## config.mk

```make
export PLATFORM = sky130hd
export DESIGN_NAME = av_mem_arbiter
export DESIGN_NICKNAME = d
export VERILOG_FILES = /design/src/rtl/av_mem_arbiter.sv
export SDC_FILE = /design/constraint.sdc
export NUM_CORES = 1
export LEC_CHECK = 0
export ABC_AREA = 1
export CORE_UTILIZATION = 45
export DETAILED_ROUTE_END_ITERATION = 8
export HOLD_SLACK_MARGIN = 0.12
export PLACE_DENSITY = 0.86
export SYNTH_ARGS = -nofsm -noshare
export SYNTH_HDL_FRONTEND = slang
export SYNTH_SLANG_ARGS = --single-unit
```

## constraint.sdc

```tcl
create_clock -name pclk -period 2.26 [get_ports pclk]
set_input_delay 0.339 -clock pclk [delete_from_list [all_inputs] [get_ports pclk]]
set_output_delay 0.339 -clock pclk [all_outputs]
set_load 0.01 [all_outputs]
```

## src/rtl/av_mem_arbiter.sv

```systemverilog
`default_nettype none
// +--------------------------------------------------------------------------+
// | Module      : av_mem_arbiter                                             |
// | Description : Shares one single-read memory port between the video pixel |
// |               fetcher and the audio sample fetcher. Video has fixed      |
// |               priority; audio is forced through once it has waited       |
// |               AUD_MAX_WAIT cycles. One outstanding read at a time, with  |
// |               a timeout that completes the read with zero data and err.  |
// | Revision    : 1.0 - initial release                                      |
// +--------------------------------------------------------------------------+
// | Ports                                                                    |
// |   pclk, reset              pixel clock; synchronous active-low reset     |
// |   vid_req/vid_addr         video request (level) and address             |
// |   vid_ack/vid_rdata        video completion pulse and registered data    |
// |   aud_req/aud_addr         audio request (level) and address             |
// |   aud_ack/aud_rdata        audio completion pulse and registered data    |
// |   mem_rd/mem_addr          one-cycle read strobe, held address           |
// |   mem_rdata/mem_valid      memory reply                                  |
// |   err                      one-cycle pulse on read timeout               |
// |   stat_vid/aud/force       grant counters                                |
// | Build option                                                             |
// |   ARB_STATS_EN  defined  : saturating grant counters on stat_*           |
// |                 undefined: stat_* tied to zero, no counter logic         |
// +--------------------------------------------------------------------------+
module av_mem_arbiter #(
    parameter int ADDR_W       = 16,
    parameter int DATA_W       = 16,
    parameter int AUD_MAX_WAIT = 16,
    parameter int MEM_TIMEOUT  = 64
) (
    input  logic              pclk,
    input  logic              reset,
    input  logic              vid_req,
    input  logic [ADDR_W-1:0] vid_addr,
    output logic              vid_ack,
    output logic [DATA_W-1:0] vid_rdata,
    input  logic              aud_req,
    input  logic [ADDR_W-1:0] aud_addr,
    output logic              aud_ack,
    output logic [DATA_W-1:0] aud_rdata,
    output logic              mem_rd,
    output logic [ADDR_W-1:0] mem_addr,
    input  logic [DATA_W-1:0] mem_rdata,
    input  logic              mem_valid,
    output logic              err,
    output logic [15:0]       stat_vid,
    output logic [15:0]       stat_aud,
    output logic [15:0]       stat_force
);

    localparam logic [1:0] S_IDLE = 2'd0;
    localparam logic [1:0] S_VID  = 2'd1;
    localparam logic [1:0] S_AUD  = 2'd2;

    localparam logic [7:0] C_WAIT_MAX = 8'(AUD_MAX_WAIT);
    localparam logic [7:0] C_TMO_LAST = 8'(MEM_TIMEOUT - 1);

    logic [1:0]        r_state;
    logic [1:0]        w_state_next;
    logic [7:0]        r_wait_cnt;
    logic [7:0]        r_tmo_cnt;
    logic              r_vid_ack;
    logic              r_aud_ack;
    logic              r_err;
    logic              r_mem_rd;
    logic [ADDR_W-1:0] r_mem_addr;
    logic [DATA_W-1:0] r_vid_rdata;
    logic [DATA_W-1:0] r_aud_rdata;

    logic              w_grant_vid;
    logic              w_grant_aud;
    logic              w_done;
    logic              w_timeout;

    // Next-state and grant decisions. On the ack cycle the requester still
    // holds its request, so IDLE does not arbitrate while an ack is out;
    // re-arbitration happens on the following cycle.
    always_comb begin
        w_state_next = r_state;
        w_grant_vid  = 1'b0;
        w_grant_aud  = 1'b0;
        w_done       = 1'b0;
        w_timeout    = 1'b0;
        case (r_state)
            S_IDLE: begin
                if (!r_vid_ack && !r_aud_ack) begin
                    if (aud_req && (r_wait_cnt >= C_WAIT_MAX)) begin
                        w_grant_aud  = 1'b1;
                        w_state_next = S_AUD;
                    end else if (vid_req) begin
                        w_grant_vid  = 1'b1;
                        w_state_next = S_VID;
                    end else if (aud_req) begin
                        w_grant_aud  = 1'b1;
                        w_state_next = S_AUD;
                    end
                end
            end
            S_VID, S_AUD: begin
                // Data arriving on the timeout cycle takes precedence.
                if (mem_valid) begin
                    w_done       = 1'b1;
                    w_state_next = S_IDLE;
                end else if (r_tmo_cnt == C_TMO_LAST) begin
                    w_timeout    = 1'b1;
                    w_state_next = S_IDLE;
                end
            end
            default: w_state_next = S_IDLE;
        endcase
    end

    always_ff @(posedge pclk) begin
        if (!reset) begin
            r_state     <= S_IDLE;
            r_wait_cnt  <= 8'd0;
            r_tmo_cnt   <= 8'd0;
            r_vid_ack   <= 1'b0;
            r_aud_ack   <= 1'b0;
            r_err       <= 1'b0;
            r_mem_rd    <= 1'b0;
            r_mem_addr  <= '0;
            r_vid_rdata <= '0;
            r_aud_rdata <= '0;
        end else begin
            r_state   <= w_state_next;
            r_mem_rd  <= w_grant_vid | w_grant_aud;
            r_vid_ack <= 1'b0;
            r_aud_ack <= 1'b0;
            r_err     <= w_timeout;

            if (w_grant_vid) begin
                r_mem_addr <= vid_addr;
            end else if (w_grant_aud) begin
                r_mem_addr <= aud_addr;
            end

            if (w_grant_vid || w_grant_aud) begin
                r_tmo_cnt <= 8'd0;
            end else if (r_state != S_IDLE) begin
                r_tmo_cnt <= r_tmo_cnt + 8'd1;
            end

            if (w_done || w_timeout) begin
                if (r_state == S_VID) begin
                    r_vid_ack   <= 1'b1;
                    r_vid_rdata <= w_done ? mem_rdata : '0;
                end else begin
                    r_aud_ack   <= 1'b1;
                    r_aud_rdata <= w_done ? mem_rdata : '0;
                end
            end

            // Audio starvation counter: counts every cycle audio is asking
            // but not being granted, saturating at the force threshold.
            if (!aud_req || w_grant_aud) begin
                r_wait_cnt <= 8'd0;
            end else if (r_wait_cnt < C_WAIT_MAX) begin
                r_wait_cnt <= r_wait_cnt + 8'd1;
            end
        end
    end

    assign vid_ack   = r_vid_ack;
    assign aud_ack   = r_aud_ack;
    assign vid_rdata = r_vid_rdata;
    assign aud_rdata = r_aud_rdata;
    assign mem_rd    = r_mem_rd;
    assign mem_addr  = r_mem_addr;
    assign err       = r_err;

`ifdef ARB_STATS_EN
    logic [15:0] r_stat_vid;
    logic [15:0] r_stat_aud;
    logic [15:0] r_stat_force;
    logic        w_force;

    // A forced grant is an audio grant taken at or above the wait threshold;
    // it is counted in both the audio and forced counters.
    assign w_force = w_grant_aud && (r_wait_cnt >= C_WAIT_MAX);

    always_ff @(posedge pclk) begin
        if (!reset) begin
            r_stat_vid   <= 16'd0;
            r_stat_aud   <= 16'd0;
            r_stat_force <= 16'd0;
        end else begin
            if (w_grant_vid && (r_stat_vid != 16'hFFFF)) begin
                r_stat_vid <= r_stat_vid + 16'd1;
            end
            if (w_grant_aud && (r_stat_aud != 16'hFFFF)) begin
                r_stat_aud <= r_stat_aud + 16'd1;
            end
            if (w_force && (r_stat_force != 16'hFFFF)) begin
                r_stat_force <= r_stat_force + 16'd1;
            end
        end
    end

    assign stat_vid   = r_stat_vid;
    assign stat_aud   = r_stat_aud;
    assign stat_force = r_stat_force;
`else
    assign stat_vid   = 16'd0;
    assign stat_aud   = 16'd0;
    assign stat_force = 16'd0;
`endif

endmodule
`default_nettype wire

```

==> flow_summary_export.csv <==
group,metric,value,unit
route,wl_per_cell,10.9,um
clock_tree,cts.repair_timing.setup_buffer_count,0,
worst_setup_path,critical_path_s_largest_stage_delay,0.48,ns
timing,grt_setup_unrepaired,"false",
synthesis,synth_top_area_frac,0.413,
clock_tree,clk_pin_slew,0.08,ns
worst_setup_path,crit_family,"simple AND/OR/NAND/NOR gates",
timing,finalSetupTns,0,ns
clock_tree,tritoncts_num_sinks,70,
route,via_count,3012,
route,totalWireLength,7.42,mm
finish,synthToLayoutAreaGrowth,33.9,%
power,power_switching,1290,uW
power,comb_power_share,0.333,
route,drt_pre_antenna_iters,4,
clock_tree,clock_latency,0.34,ns
power,power_frac_clock,0.290,
worst_setup_path,crit-reg2reg-capture,"mem_addr[4]",
worst_hold_path,min_path_type,"flop to flop",
floorplanning,placement_rows,31,
worst_setup_path,maximum_fanout_count_along_the_critical_path,32,
synthesis,synth.top_cells.by_area,"dfxtp_1 (41%), nand2_1 (15%), buf_4 (11%), nor2_1 (6.1%), a21oi_1 (5.9%)",
clock_tree,cts_made_buffers,9,
finish,finalNetCount,633,
timing,timing.slew.headroom,0.598,
worst_setup_path,startpoint_type_of_the_worst_setup_path,"flop",
finish,antenna-diode-count,0,
flow_run,max-cap-violations,0,
placement,io_buffer_count,104,
clock_tree,cts-hold-fix-buffers,0,
clock_tree,cts_tree,"done",
floorplanning,die_y,88.9,um
floorplanning,floorplan.core_area,7250,um2
placement,gpl.final_weighted_congestion,0.763,
floorplanning,die_w,88.9,um
power,power.internal,2710,uW
worst_hold_path,hold_path_startpoint,"r_wait_cnt[6]",
worst_setup_path,worst_path_max_delay_cell,"nand3_2",
worst_setup_path,critical_path_arrival,2.20,ns
global_routing,grt_antenna_before_repair,0,
power,power.share.switching,0.323,
timing,timing.final.crit_share,0.870,
power,power_frac_seq,0.377,
worst_setup_path,path_buf_inv,2,
worst_setup_path,timing.setup.critical_path_class,"flop to flop",
power,power_per_cell_area,881,nW/um2
route,post-route-drc-count,0,
synthesis,number_of_distinct_library_cells_after_synthesis,29,
clock_tree,ctsHtreeMaxLevel,3,
worst_hold_path,holdPathStages,2,
global_routing,largest_net_degree_at_the_start_of_global_routing,33,
worst_setup_path,reg2regPathDepth,7,
global_routing,first_global_vias,2722,
timing,actual_slew_at_the_worst_max_slew_pin,0.603,ns
finish,finish.utilization,0.627,
clock_tree,post_cts_resize_count,0,
worst_setup_path,reg2reg_setup_slack,0.29,ns
worst_setup_path,crit_end_element,"flop",
timing,clock-skew-final,0.00845,ns
finish,fraction_of_layout_cells_with_a_size_suffix_above_1,0.0690,
synthesis,synth_warnings,0,
power,leakage,0.00193,uW
synthesis,synth.largest_area_cell,"dfxtp_1",
floorplanning,floorplan.initialDensity,0.468,
route,detail-route-antenna-nets,0,
global_routing,overall_overflow_remaining_after_global_route,0,
worst_setup_path,cp_cell_sequence,"inv_1 > ha_1 > inv_4 > nor2_8 > nand3_2 > nor2_1 > o21ai_2",
timing,max_clock_freq,509,MHz
timing,period_needed,1.97,ns
synthesis,netlist_instances,471,
placement,dp_hpwl,5.54,mm
timing,finalHoldViolations,0,
synthesis,syn_area,3390,um2
outcome,outcome,"completed",
worst_setup_path,critical_path.reg2reg.startpoint,"r_state[0]",
worst_hold_path,whs_endpoint,"r_wait_cnt[6]",
global_routing,grt_pass1_wl,11.6,mm
global_routing,global_route.usage.total,0.192,
route,vias_per_cell,4.44,
synthesis,yosys_register_bits,70,
clock_tree,clk_path_buf_depth,2,
route,first_iter_violations,127,
synthesis,syn-mean-instance-area,7.21,um2
synthesis,seq_area_frac_synth,0.413,
floorplanning,floorplan.die_area,7890,um2
timing,timing_max_transition_violations_final,0,
power,vdd.ir_drop.worst,0.420,mV
timing,setup_viol_count_final,0,
floorplanning,pin_count,153,
worst_setup_path,required,2.49,ns
clock_tree,ctsRootBufferMaster,"clkbuf_8",
layer usage:
| metal | global-route usage | vias to the layer above | share of wire |
|---|---|---|---|
| met1 | 0.207 | 1333 | 0.39 |
| met3 | 0.0401 | 13 | 0.069 |
| met4 | 0.0821 | 0 | 0.016 |
| met2 | 0.359 | 116 | 0.53 |
| met5 | 0 | - | 0 |
| li1 | - | 1550 | - |
registers in the layout (all words and copies together) (netlist names):
name	count
vid_rdata	16
vid_ack	1
aud_rdata	16
r_state	2
r_tmo_cnt	8
mem_rd	1
err	1
mem_addr	16
r_wait_cnt	8
aud_ack	1
kinds of logic (layout without fill, tap and decap cells):
kind of cell,Yosys count,in the layout,share of synthesized area
buffers and inverters,116,178,0.194
XOR/XNOR,5,5,0.0129
AO/OA/AOI/OAI,62,62,0.105
AND/OR/NAND/NOR,212,212,0.256
flip-flops,70,70,0.413
other,1,48,0.00110
adder cells (fa/ha/maj),5,5,0.0184
Yosys cell counts:
cell	number
a31oi_1	1
nand4_1	1
dfxtp_1	70
clkinv_1	1
buf_12	1
o21ai_0	6
nor2_1	55
clkbuf_1	6
nor2_8	2
buf_2	4
o21ai_1	5
buf_4	49
nand2_2	4
xor2_1	2
conb_1	1
nand2_1	137
a21oi_1	40
nor3_1	5
nand3_1	6
buf_6	2
o21ai_2	9
inv_4	1
nand2_4	1
xnor2_1	3
nand3_2	1
o21ai_4	1
inv_2	2
inv_1	50
ha_1	5
layout by cell type, fill, tap and decap left out, types with 5 or more instances in the layout:
cell type        count
nand2_1            137
clkdlybuf4s50_1    104
dfxtp_1             70
nor2_1              55
inv_1               50
conb_1              48
a21oi_1             40
clkbuf_8            12
o21ai_2              9
nand3_1              6
o21ai_0              6
o21ai_1              5
nor3_1               5
ha_1                 5
worst max-delay path by stage:
| stage | startpoint | to | slack (ns) | cells past startpoint |
|---|---|---|---|---|
| 5_1_grt | r_state[0] | mem_addr[10] | 0.009 | 7 |
| 4_1_cts | r_state[0] | mem_addr[4] | 0.26 | 7 |
| 6_report | r_state[0] | mem_addr[4] | 0.29 | 7 |
| 3_5_place_dp | vid_req | mem_addr[4] | 0.23 | 4 |
| 3_3_place_gp | vid_req | mem_addr[9] | 0.31 | 4 |
| 2_1_floorplan | r_state[0] | aud_rdata[10] | 0.77 | 10 |
per-stage QoR:
stage	cell area [um2]	power (uW)	hold WS [ns]	std cells	setup WS [ns]
after floorplan	3570	2410	0.408	518	0.767
after global placement	4310	2850	0.415	663	0.315
after detailed placement	4310	2890	0.422	663	0.227
after CTS	4550	4050	0.434	679	0.259
after global routing	4550	4260	0.462	679	0.00921
final	4550	4010	0.431	679	0.295
area by class of cell:
| class | count | area (um2) |
|---|---|---|
| fill | 644 | 2710 |
| multi-input combinational | 332 | 1510 |
| sequential | 70 | 1400 |
| timing repair buffer | 108 | 1070 |
| inverter | 54 | 205 |
| clock buffer | 13 | 169 |
| tap | 99 | 124 |
| clock inverter | 3 | 65.1 |
worst register-to-register path, cell delays in order, from the launching register on:
cell and delay, ns:
dfxtp_1 0.33, inv_1 0.06, ha_1 0.31, inv_4 0.12, nor2_8 0.15, nand3_2 0.49, nor2_1 0.33, o21ai_2 0.08
power by group through the flow:
stage                     combinational (uW)  sequential, uW  clock, uW
after floorplan                          808            1600          0
after global placement                  1310            1530          0
after detailed placement                1350            1540          0
after CTS                               1350            1510       1190
after global routing                    1490            1530       1230
final                                   1330            1510       1160
(Power assumes the default switching activity.)
